### config.mk
export PLATFORM = sky130hd
export DESIGN_NAME = fetch_queue
export DESIGN_NICKNAME = d
export VERILOG_FILES = /design/src/rtl/fetch_queue.sv
export SDC_FILE = /design/constraint.sdc
export NUM_CORES = 1
export LEC_CHECK = 0
export ABC_AREA = 1
export CORE_ASPECT_RATIO = 0.8
export CORE_MARGIN = 1
export CORE_UTILIZATION = 55
export CTS_BUF_LIST = sky130_fd_sc_hd__clkbuf_8
export DETAILED_ROUTE_END_ITERATION = 8
export HOLD_SLACK_MARGIN = 0.1
export PLACE_DENSITY = 0.81
export SETUP_SLACK_MARGIN = 0.05
export SLEW_MARGIN = 20
export SYNTH_ARGS = -nofsm -noshare
export SYNTH_HDL_FRONTEND = slang
export SYNTH_SLANG_ARGS = --single-unit
### constraint.sdc
create_clock -name clk -period 4.9 [get_ports clk]
set_input_delay 0.98 -clock clk [delete_from_list [all_inputs] [get_ports clk]]
set_output_delay 0.98 -clock clk [all_outputs]
set_load 0.1 [all_outputs]
### src/rtl/fetch_queue.sv
// Instruction fetch queue between icache and decode.
// Ports: clk/rst, in_* fetch side, flush, out_* decode side, count.
module fetch_queue #(
  parameter int DEPTH = 4,
  localparam int PTR_WID = $clog2(DEPTH)
) (
  input  logic               clk,
  input  logic               rst,
  input  logic [31:0]        in_pc,
  input  logic [31:0]        in_inst,
  input  logic               in_pred_taken,
  input  logic               in_valid,
  input  logic               icache_stall,
  output logic               in_ready,
  input  logic               flush,
  output logic               out_valid,
  input  logic               out_ready,
  output logic [31:0]        out_pc,
  output logic [31:0]        out_inst,
  output logic               out_pred_taken,
  output logic [PTR_WID:0]   count
);

  localparam logic [31:0] NOP = 32'h00000013;
  localparam logic [PTR_WID:0] FULL_CNT = (PTR_WID + 1)'(DEPTH);

  typedef struct packed {
    logic        pt;
    logic [31:0] pc;
    logic [31:0] inst;
  } ent_t;

  ent_t mem [DEPTH];

  logic [PTR_WID-1:0] wr_ptr;
  logic [PTR_WID-1:0] rd_ptr;
  logic [PTR_WID:0]   cnt;

  logic full;
  logic empty;
  logic enq;
  logic deq;
  ent_t head;

  assign full  = (cnt == FULL_CNT);
  assign empty = (cnt == '0);

  assign in_ready  = !full;
  assign out_valid = !empty && !flush;

  assign enq = in_valid && !icache_stall
             && !full && !flush;
  assign deq = out_valid && out_ready;

  assign head = mem[rd_ptr];

  // Idle head reads as a NOP so decode sees
  // a harmless instruction when empty.
  assign out_pc         = empty ? '0  : head.pc;
  assign out_inst       = empty ? NOP : head.inst;
  assign out_pred_taken = empty ? 1'b0 : head.pt;
  assign count          = cnt;

  always_ff @(posedge clk) begin
    if (enq) begin
      mem[wr_ptr] <= '{pt:   in_pred_taken,
                       pc:   in_pc,
                       inst: in_inst};
    end
  end

  always_ff @(posedge clk or negedge rst) begin
    if (!rst) begin
      wr_ptr <= '0;
      rd_ptr <= '0;
      cnt    <= '0;
    end else if (flush) begin
      wr_ptr <= '0;
      rd_ptr <= '0;
      cnt    <= '0;
    end else begin
      if (enq) wr_ptr <= wr_ptr + 1'b1;
      if (deq) rd_ptr <= rd_ptr + 1'b1;
      unique case ({enq, deq})
        2'b10:   cnt <= cnt + 1'b1;
        2'b01:   cnt <= cnt - 1'b1;
        default: cnt <= cnt;
      endcase
    end
  end

endmodule

== Yosys cells after proc, flatten, opt, wreduce, memory -nomap -nowiden ==
Memory sizes are Yosys's and may differ from the RTL's.
Cells that the tools add are included.
Storage, ports and cells
  output and inout bits: 70
  memories: 1
  register bits: 7
  memory bits (writable): 260
Cells by class
  add/sub/neg operators: 4
  reduce and logical (&&, ||, !) cells: 13
  equal/unequal tests: 3
  mux-type cells: 11
Memory list
  mem: depth 4, width 65, read ports 1, clocked after memory_dff 0, write ports 1, line 33  | ent_t mem [DEPTH];
Operators with widths (number)
  $mux 32: 2
  $mux 2: 4
  $pmux 3 s2: 1
  $logic_and 1x1->1: 5
  $add 2x1->2 const B: 2
  $logic_not 1->1: 4
  $reduce_bool 2->1: 2
  $add 3x1->3 const B: 1
  $eq 3x3->1 const B: 1
  $logic_not 3->1: 1
  $mux 1: 3
  $mux 3: 1
  $reduce_bool 3->1: 1
  $sub 3x1->3 const B: 1
  $eq 2x1->1 const B: 1
  $eq 2x2->1 const B: 1

== Longest topological paths before layout ==
Gate-level depths: netlist (run 1).
  depth after elaboration: 7
  depth in mapped cells: 12
  depth with buffers taken out: 12

== Least setup slack after synthesis (run 1) ==
Ideal clock, no wire load.
  kind: flip-flop to flip-flop
  from: register cnt[1] (netlist: count[1])
  to: memory mem[0][0] (netlist name), enable pin
  required time: 4.412 ns
  path buffers: 0
  arrival: 4.727 ns
  library setup time: 0.488 ns
  setup slack: -0.315 ns
  cell stages (with the launch flop): 7
  cells stage by stage: dfrtp_1 -> nor2_4 -> nand2_2 -> nand2_4 -> nor2_1 -> inv_1 -> nor2_1
On the way
  cells in the longest elaborated chain, start to end: 6
Ends and longest elaborated chain
  from (decl): line 37  | logic [PTR_WID:0] cnt;
  from (signal assigned): line 85  | 2'b10: cnt <= cnt + 1'b1;
  from (signal assigned): line 86  | 2'b01: cnt <= cnt - 1'b1;
  from (signal assigned): line 87  | default: cnt <= cnt;
  $eq 3x3->1: line 45  | assign full = (cnt == FULL_CNT);
  $logic_not 1->1
  net in_ready: line 14  | output logic in_ready,
  $logic_and 1x1->1 (2 in series): line 52  | && !full && !flush;
  $mux 1: line 65  | if (enq) begin
  $mux 1 (implied by the code): line 66  | mem[wr_ptr] <= '{pt: in_pred_taken,
  to (decl): line 33
The timed path passes the listed nets, and every way through them passes these cells.

== Worst setup path after layout (run 1) ==
  from: register rd_ptr[0]
  to: output port out_pc[10]
On the way
  cells in the longest elaborated chain, start to end: 2
Ends and longest elaborated chain
  from (decl): line 36  | logic [PTR_WID-1:0] rd_ptr;
  from (signal assigned): line 83  | if (deq) rd_ptr <= rd_ptr + 1'b1;
  $mem_v2 4x65
  $mux 32: line 59  | assign out_pc = empty ? '0 : head.pc;
  to (decl): line 18  | output logic [31:0] out_pc,
Every way passes these cells.

==> results of run 1 <==
-- kinds of logic after synthesis --
kind of cell | count (synthesis) | synth area share [%]
buffers and inverters | 66 | 3.36
adder cells (fa/ha/maj) | 5 | 0.661
flip-flops | 267 | 75.3
AND/OR/NAND/NOR | 290 | 10.9
XOR/XNOR | 1 | 0.0826
AO/OA/AOI/OAI | 200 | 9.72
-- cell usage in the layout (no fill, tap or decap), types with 2 or more instances in the layout --
cell type and count:
o311ai_1 3, inv_2 5, nor2_4 5, ha_1 4, nand2_1 13, nand2_2 2, edfxtp_1 260, nor2_1 262
a21oi_1 62, clkinv_1 15, clkinvlp_4 2, bufinv_16 2, nand2_4 4, clkbuf_8 41, dfrtp_1 5, o21ai_1 66
clkinv_2 7, buf_12 3, inv_1 18, buf_4 74, clkdlybuf4s50_1 74, o21ai_0 65
-- final cells by class --
type / instances / share of cell area, %
Sequential cell: 267 / 62.5
Multi-Input combinational cell: 496 / 17.9
Timing Repair Buffer: 151 / 10.6
Clock buffer: 41 / 4.41
Tap cell: 258 / 2.52
Clock inverter: 34 / 1.54
Inverter: 16 / 0.489
Antenna cell: 1 / 0.0196
-- per-stage QoR --
step | setup TNS (ns) | utilization, % | instance area (um2)
after global placement | 0 | 63.6 | 12000
after global routing | 0 | 67.6 | 12800
after detailed placement | 0 | 63.6 | 12000
after CTS | 0 | 67.6 | 12800
after floorplan | -81.82 | - | 10600
final | 0 | 67.6 | 12800
-- critical path: stages, from the launching register on --
cell	delay [ns]
dfrtp_4	0.72
inv_4	0.80
buf_4	0.44
o21ai_0	0.15
a21oi_1	0.23
buf_4	0.33
-- registers in the layout, summed over array words and instances, names as in the netlist --
signal and flops:
wr_ptr 2, count 3, mem 260, rd_ptr 2
-- worst min-delay path by stage --
stage / endpoint / slack (ns) / depth (start not counted)
after floorplan: wr_ptr[1] / 0.58 / 2
after global placement: count[2] / 0.59 / 2
after detailed placement: count[1] / 0.60 / 2
after CTS: count[1] / 0.62 / 2
after global routing: count[1] / 0.66 / 2
final: count[1] / 0.61 / 2
-- metal layers --
layer	vias up	GRT usage, %
li1	3238	-
met1	3271	32.0
met2	336	36.7
met3	39	5.54
met4	0	6.80
met5	-	0
==> impl_metrics.toml, run 1 <==
[run_status]
status = "completed"

[global_route]
grt_pass1_vias = 6598
grt_max_degree = 103
gr-total-overflow = 0
grt_pass1_wl_mm = 34.7
antenna_found_initial = 1
grt_use_total_pct = 23.1

[run]
drv_cap = 0

[floorplanning]
dieArea_um2 = 19800
start_util_pct = 56.1
die_w_um = 157
rows = 45
core-area_um2 = 18900
ios = 141
fp.dieH_um = 126

[setup_path]
cp-startpoint = "rd_ptr[0]"
reg2reg_slack_ns = 2.41
worst-endpoint-arrival_ns = 3.22
worstReg2RegEnd = "mem[1][60]"
r2r.worst_path.cells = 7
cp_max_fo = 102
r2r_start = "count[0]"
required_ns = 3.92
cp-start-kind = "flop"
worstSetupEndpointType = "output pin"
crit_type = "flop to output pin"
endpoint = "out_pc[10]"

[clocking]
clock_path_buffers = 3
cts_tree = "done"
hold_buffers = 0
clock_latency_ns = 0.53
post_cts_buffers = 0
cts_sinks = 267
cts_resized = 0
cts-root-buf = "clkbuf_8"
cts-htree-levels = 2
cts_buffers = 41
clkTransAtPathRegs_ns = 0.06

[synth]
yosys_most_used_dff = "edfxtp_1"
synthDistinctLibCells = 29
synth_edf_count = 260
yosys-top-cells-count = "nor2_1, edfxtp_1, o21ai_1"
synth_top_area_share_pct = 73.6
yosys-top-cells-area = "edfxtp_1, nor2_1, o21ai_1"
syn-num-nets = 905
synth-warning-count = 0
async_flop_share_pct = 2.62
synthCells = 829
avgSynthCellArea_um2 = 12.8
synth_most_common_cell = "nor2_1"
ys_seq_area_share_pct = 75.3
yosysTopAreaCell = "edfxtp_1"
ys_seq_elements = 267
synth.cell_area_um2 = 10600

[place]
dp.cells = 1188
dpl.hpwl_mm = 12.7
numPortBuffers = 140
gp_congestion = 0.799
pre_cts_ws_ns = 1.26

[hold_path]
hold_start = "count[1]"
hold_class = "flop to flop"

[detailed_routing]
ant_nets = 0
first_iter_violations = 630
topRoutingLayerUsed = "met4"
vias_per_cell = 5.45
drtPass1Iterations = 5
routed-wl-met2_mm = 10.8
m1WireLength_mm = 9.50
wl_met3_mm = 2.12
drt_wl_total_mm = 22.8
wl_per_cell_um = 18.0
route.detailed.drc = 0
vias = 6884

[sta]
max_slew.worst_pin.slew_ns = 1.01
finalSetupViolCount = 0
relSlewSlack_pct = 32.4
final_hold_viol_count = 0
final.setup_skew_ns = 0.0253
rsz0062_at_grt = "false"
max_freq_mhz = 238
fin_crit_ns = 4.20
finalCritPeriodShare_pct = 85.8
fin_hold_ws_ns = 0.615
setup_ws_ns = 0.695
final-max-slew-violation-count = 0

[cells_and_area]
syn_to_final_growth_pct = 20.6
drive_gt1_share_pct = 15.1
nFillCells = 1350
regArea_um2 = 7990
multiInputGateArea_um2 = 2290
final_cells = 1264
final_nets = 1049
Power of run 1 is not shown: default switching activity piles up to over one toggle a cycle in this logic, so the estimate is an artifact.
==> run 2: changes to the inputs <==
==> constraint.sdc (replaced) <==
create_clock -name clk -period 4.9 [get_ports clk]
set_input_delay 0.98 -clock clk [delete_from_list [all_inputs] [get_ports clk]]
set_output_delay 0.98 -clock clk [all_outputs]
set_load 0.05 [all_outputs]
==> impl_metrics.toml, run 2 (synthesis results as in run 1) <==
[cells_and_area]
largest-register = "mem"
syn_to_final_growth_pct = 22.3
layout_commonest_cell = "nor2_1"
final_cell_mix = "nor2_1, edfxtp_1, clkdlybuf4s50_1, o21ai_1, o21ai_0"
final_nets = 1050
largest_register_ffs = 260
n_antenna_cell = 0
drive_gt1_share_pct = 8.47

[floorplanning]
fp.dieH_um = 126
dieArea_um2 = 19800
rows = 45
ios = 141
start_util_pct = 56.1
die_w_um = 157
core-area_um2 = 18900

[global_route]
grt_pass1_wl_mm = 35.2
grt_pass1_vias = 6778
grt_max_degree = 134
grt_use_total_pct = 23.4
gr-total-overflow = 0
antenna_found_initial = 2

[power_and_ir_drop]
powerDensity_nw_per_um2 = 577
vdd_ir_drop_max_mv = 0.453
power.switching_mw = 3.12
clkPwrFrac_pct = 22.4
p_comb_share_pct = 42.8
p_leak_nw = 4.42
pwr-share-seq_pct = 34.8
sw_frac_of_total_pct = 41.6
internal-power_mw = 4.37

[detailed_routing]
route.detailed.drc = 0
wl_per_cell_um = 17.8
drtPass1Iterations = 5
vias_per_cell = 5.39
vias = 6799
drt_wl_total_mm = 22.4
first_iter_violations = 500
ant_nets = 0

[run_status]
status = "completed"

[clocking]
post_cts_buffers = 0
cts_buffers = 41
cts_sinks = 267
hold_buffers = 0
cts-htree-levels = 2
cts_tree = "done"
clock_path_buffers = 3
clock_latency_ns = 0.53
clkTransAtPathRegs_ns = 0.07
cts-root-buf = "clkbuf_8"
cts_resized = 0

[setup_path]
required_ns = 3.92
timing.critical_path.mode_cell = "nor2_1"
worstSetupEndpointType = "output pin"
slowest_delay_ns = 0.90
cp-start-kind = "flop"
path_cells = "inv_4, buf_12, nor2_1, nor2_1, o21ai_0, o311ai_1, clkdlybuf4s50_1"
cp_max_fo = 76
worst-endpoint-arrival_ns = 3.09
cp_slowest_cell = "clkdlybuf4s50_1"
crit_type = "flop to output pin"

[sta]
relSlewSlack_pct = 40.1
tns_ns = 0
final.setup_skew_ns = 0.0177
setup_ws_ns = 0.834
finalSetupViolCount = 0
final-max-slew-violation-count = 0
rsz0062_at_grt = "false"
max_slew.worst_pin.slew_ns = 0.899
fin_crit_ns = 4.07
final_hold_viol_count = 0
fin_hold_ws_ns = 0.614
max_freq_mhz = 246
finalCritPeriodShare_pct = 83.0

[place]
gp_congestion = 0.808
pre_cts_ws_ns = 1.37
dpl.hpwl_mm = 12.2
numPortBuffers = 140

[hold_path]
hold_class = "flop to flop"

[run]
drv_cap = 0
run 2: cell count changes in the layout (fill, tap and decap cells not counted), sizes merged:
cell / delta
buf: -65
bufinv: -1
clkbuf: +2
clkdlybuf4s50: +66
clkinv: -10
clkinvlp: -1
diode: -1
inv: +7
run 2: metal layers:
layer  GRT usage (%)  up-vias  part of all wire, %
li1                -     3232                    -
met1            30.1     3257                   42
met2            38.9      262                   48
met3            5.78       44                  7.9
met4            8.11        4                  1.8
met5               0        -                 0.12
run 2: through the flow:
stage	cell area, um2	utilization, %	instances	total power [mW]
CTS	13000	68.6	1261	7.53
detailed placement	12200	64.7	1189	5.86
global route	13000	68.6	1261	7.81
finish	13000	68.6	1261	7.49
global placement	12200	64.7	1189	5.83
floorplan	10600	-	829	4.86
run 2: final timing paths:
check | to | slack (ns) | cells past startpoint | startpoint
max | out_inst[0] | 0.83 | 7 | rd_ptr[0]
min | count[0] | 0.61 | 1 | count[0]
max reg2reg | mem[1][20] | 2.48 | 7 | count[0]
min reg2reg | count[0] | 0.61 | 1 | count[0]
max in group asynchronous | rd_ptr[0] | 3.90 | 1 | rst
min in group asynchronous | rd_ptr[0] | 0.72 | 1 | rst
run 2: worst max-delay path: cells and delay by family (launching register included):
family / cells / cell delay (ns)
AOI/OAI and AO/OA: 2 / 0.19
buffers and inverters: 3 / 1.67
DFF: 1 / 0.50
and+or+nand+nor: 2 / 0.16
run 2: power by group through the flow:
stage          logic [mW]  clock network, mW  registers (mW)
5_1_grt              3.39               1.81            2.61
3_3_place_gp         3.18                  0            2.65
3_5_place_dp         3.21                  0            2.65
4_1_cts              3.22               1.70            2.61
2_1_floorplan        2.18                  0            2.68
6_report             3.21               1.68            2.60
run 2: final cells by class:
type                    count  area (um2)
repair buffers            152        1570
flip-flops and latches    267        7990
inverters                  16        62.6
clock inverters            29         145
multi-input cells         496        2290
clock buffers              43         592
fillers                  1360        5950
well taps                 258         323
No activity file was read; power rests on OpenSTA's default activity.
==> run 3: changes to the inputs <==
CORE_UTILIZATION = 51   (was 55)
PLACE_DENSITY = 0.79   (was 0.81)
clock period = 3.5 ns   (was 4.9 ns; I/O delays follow)
==> impl_metrics.toml, run 3 (synthesis results as in run 1) <==
[run_status]
status = "completed"

[sta]
fin_crit_ns = 3.13
tns_ns = 0
relSlewSlack_pct = 42.5
max_freq_mhz = 319
final.setup_skew_ns = 0.0125
finalCritPeriodShare_pct = 89.6
rsz0062_at_grt = "false"
final-max-slew-violation-count = 0
finalSetupViolCount = 0
max_slew.worst_pin.slew_ns = 0.862
final_hold_viol_count = 0
fin_hold_ws_ns = 0.436

[clocking]
cts-htree-levels = 2
hold_buffers = 0
cts-root-buf = "clkbuf_8"
cts_sinks = 267
cts_tree = "done"
clock_latency_ns = 0.53
clock_path_buffers = 3
post_cts_buffers = 0
cts_buffers = 41
clkTransAtPathRegs_ns = 0.06
cts_resized = 0

[cells_and_area]
drive_gt1_share_pct = 14.8
syn_to_final_growth_pct = 20.7
largest-register = "mem"
final_nets = 1051
final_cell_mix = "nor2_1, edfxtp_1, clkdlybuf4s50_1, buf_4, o21ai_1"
largest_register_ffs = 260
layout_commonest_cell = "nor2_1"

[setup_path]
cp_slowest_cell = "dfrtp_4"
r2r.worst_path.cells = 7
worst-endpoint-arrival_ns = 2.43
crit_type = "flop to output pin"
worstSetupEndpointType = "output pin"
worstReg2RegEnd = "mem[2][22]"
r2r_start = "count[0]"
reg2reg_slack_ns = 1.22
path_cells = "clkinv_2, buf_12, nor2_1, o311ai_1, buf_4"
required_ns = 2.80
slowest_delay_ns = 0.50
cp-start-kind = "flop"
cp_max_fo = 54
cp-startpoint = "rd_ptr[0]"
endpoint = "out_inst[4]"

[global_route]
grt_max_degree = 134
antenna_found_initial = 1
grt_use_total_pct = 21.8
grt_pass1_vias = 6673
grt_pass1_wl_mm = 35.2
gr-total-overflow = 0

[detailed_routing]
drt_wl_total_mm = 22.6
first_iter_violations = 552
route.detailed.drc = 0
vias = 6781
drtPass1Iterations = 4
vias_per_cell = 5.38
ant_nets = 0
wl_per_cell_um = 18.0

[power_and_ir_drop]
vdd_ir_drop_max_mv = 0.626
powerDensity_nw_per_um2 = 803
p_leak_nw = 4.49

[floorplanning]
die_w_um = 163
rows = 46
dieArea_um2 = 21400
core-area_um2 = 20100
fp.dieH_um = 131
start_util_pct = 52.8
ios = 141

[place]
gp_congestion = 0.771
numPortBuffers = 140
dpl.hpwl_mm = 12.3

[run]
drv_cap = 0

[hold_path]
hold_class = "input pin to async pin"
run 3: how the worst min path moves through the flow:
stage               from        end  slack [ns]  depth (start not counted)
3_5_place_dp    count[1]   count[1]        0.63                          2
3_3_place_gp   wr_ptr[1]  wr_ptr[1]        0.61                          2
6_report             rst   count[1]        0.44                          1
2_1_floorplan        rst   count[0]        0.40                          0
5_1_grt              rst   count[0]        0.43                          1
4_1_cts              rst   count[1]        0.42                          1
run 3: area by class of cell:
class                      count  area, um2
antenna                        1       2.50
clock buffer                  41        564
clock inverter                22        114
fill                        1441       7280
inverter                      16       61.3
multi-input combinational    496       2290
sequential                   267       7990
tap                          264        330
timing repair buffer         153       1450
run 3: power breakdown:
group          switching [mW]  internal [mW]  total (mW)
Clock                    1.11           1.15        2.25
Combinational            3.21           1.16        4.38
Sequential             0.0534           3.60        3.65
Total                    4.37           5.91        10.3
run 3: per-stage QoR:
step | setup WS [ns] | area, um2 | instances | total power [mW] | util (%)
2_1_floorplan | -0.123 | 10600 | 829 | 6.80 | -
3_3_place_gp | 0.522 | 12100 | 1196 | 8.03 | 60.4
3_5_place_dp | 0.504 | 12100 | 1196 | 8.09 | 60.4
4_1_cts | 0.311 | 12800 | 1259 | 10.3 | 63.7
5_1_grt | 0.257 | 12800 | 1259 | 10.8 | 63.7
6_report | 0.366 | 12800 | 1260 | 10.3 | 63.7
run 3: metal layers:
layer	global-route usage, %	up-vias	share of wire (%)
met2	36.0	263	48
met5	0	-	0
met1	29.1	3260	43
met3	5.15	39	7.9
li1	-	3219	-
met4	6.32	0	1.5
run 3: critical path, delay by kind of cell, from the launching register on:
kind	cells	cell delay (ns)
flip-flops	1	0.50
AND/OR/NAND/NOR	1	0.07
buffers and inverters	3	0.94
AO/OA/AOI/OAI	1	0.39
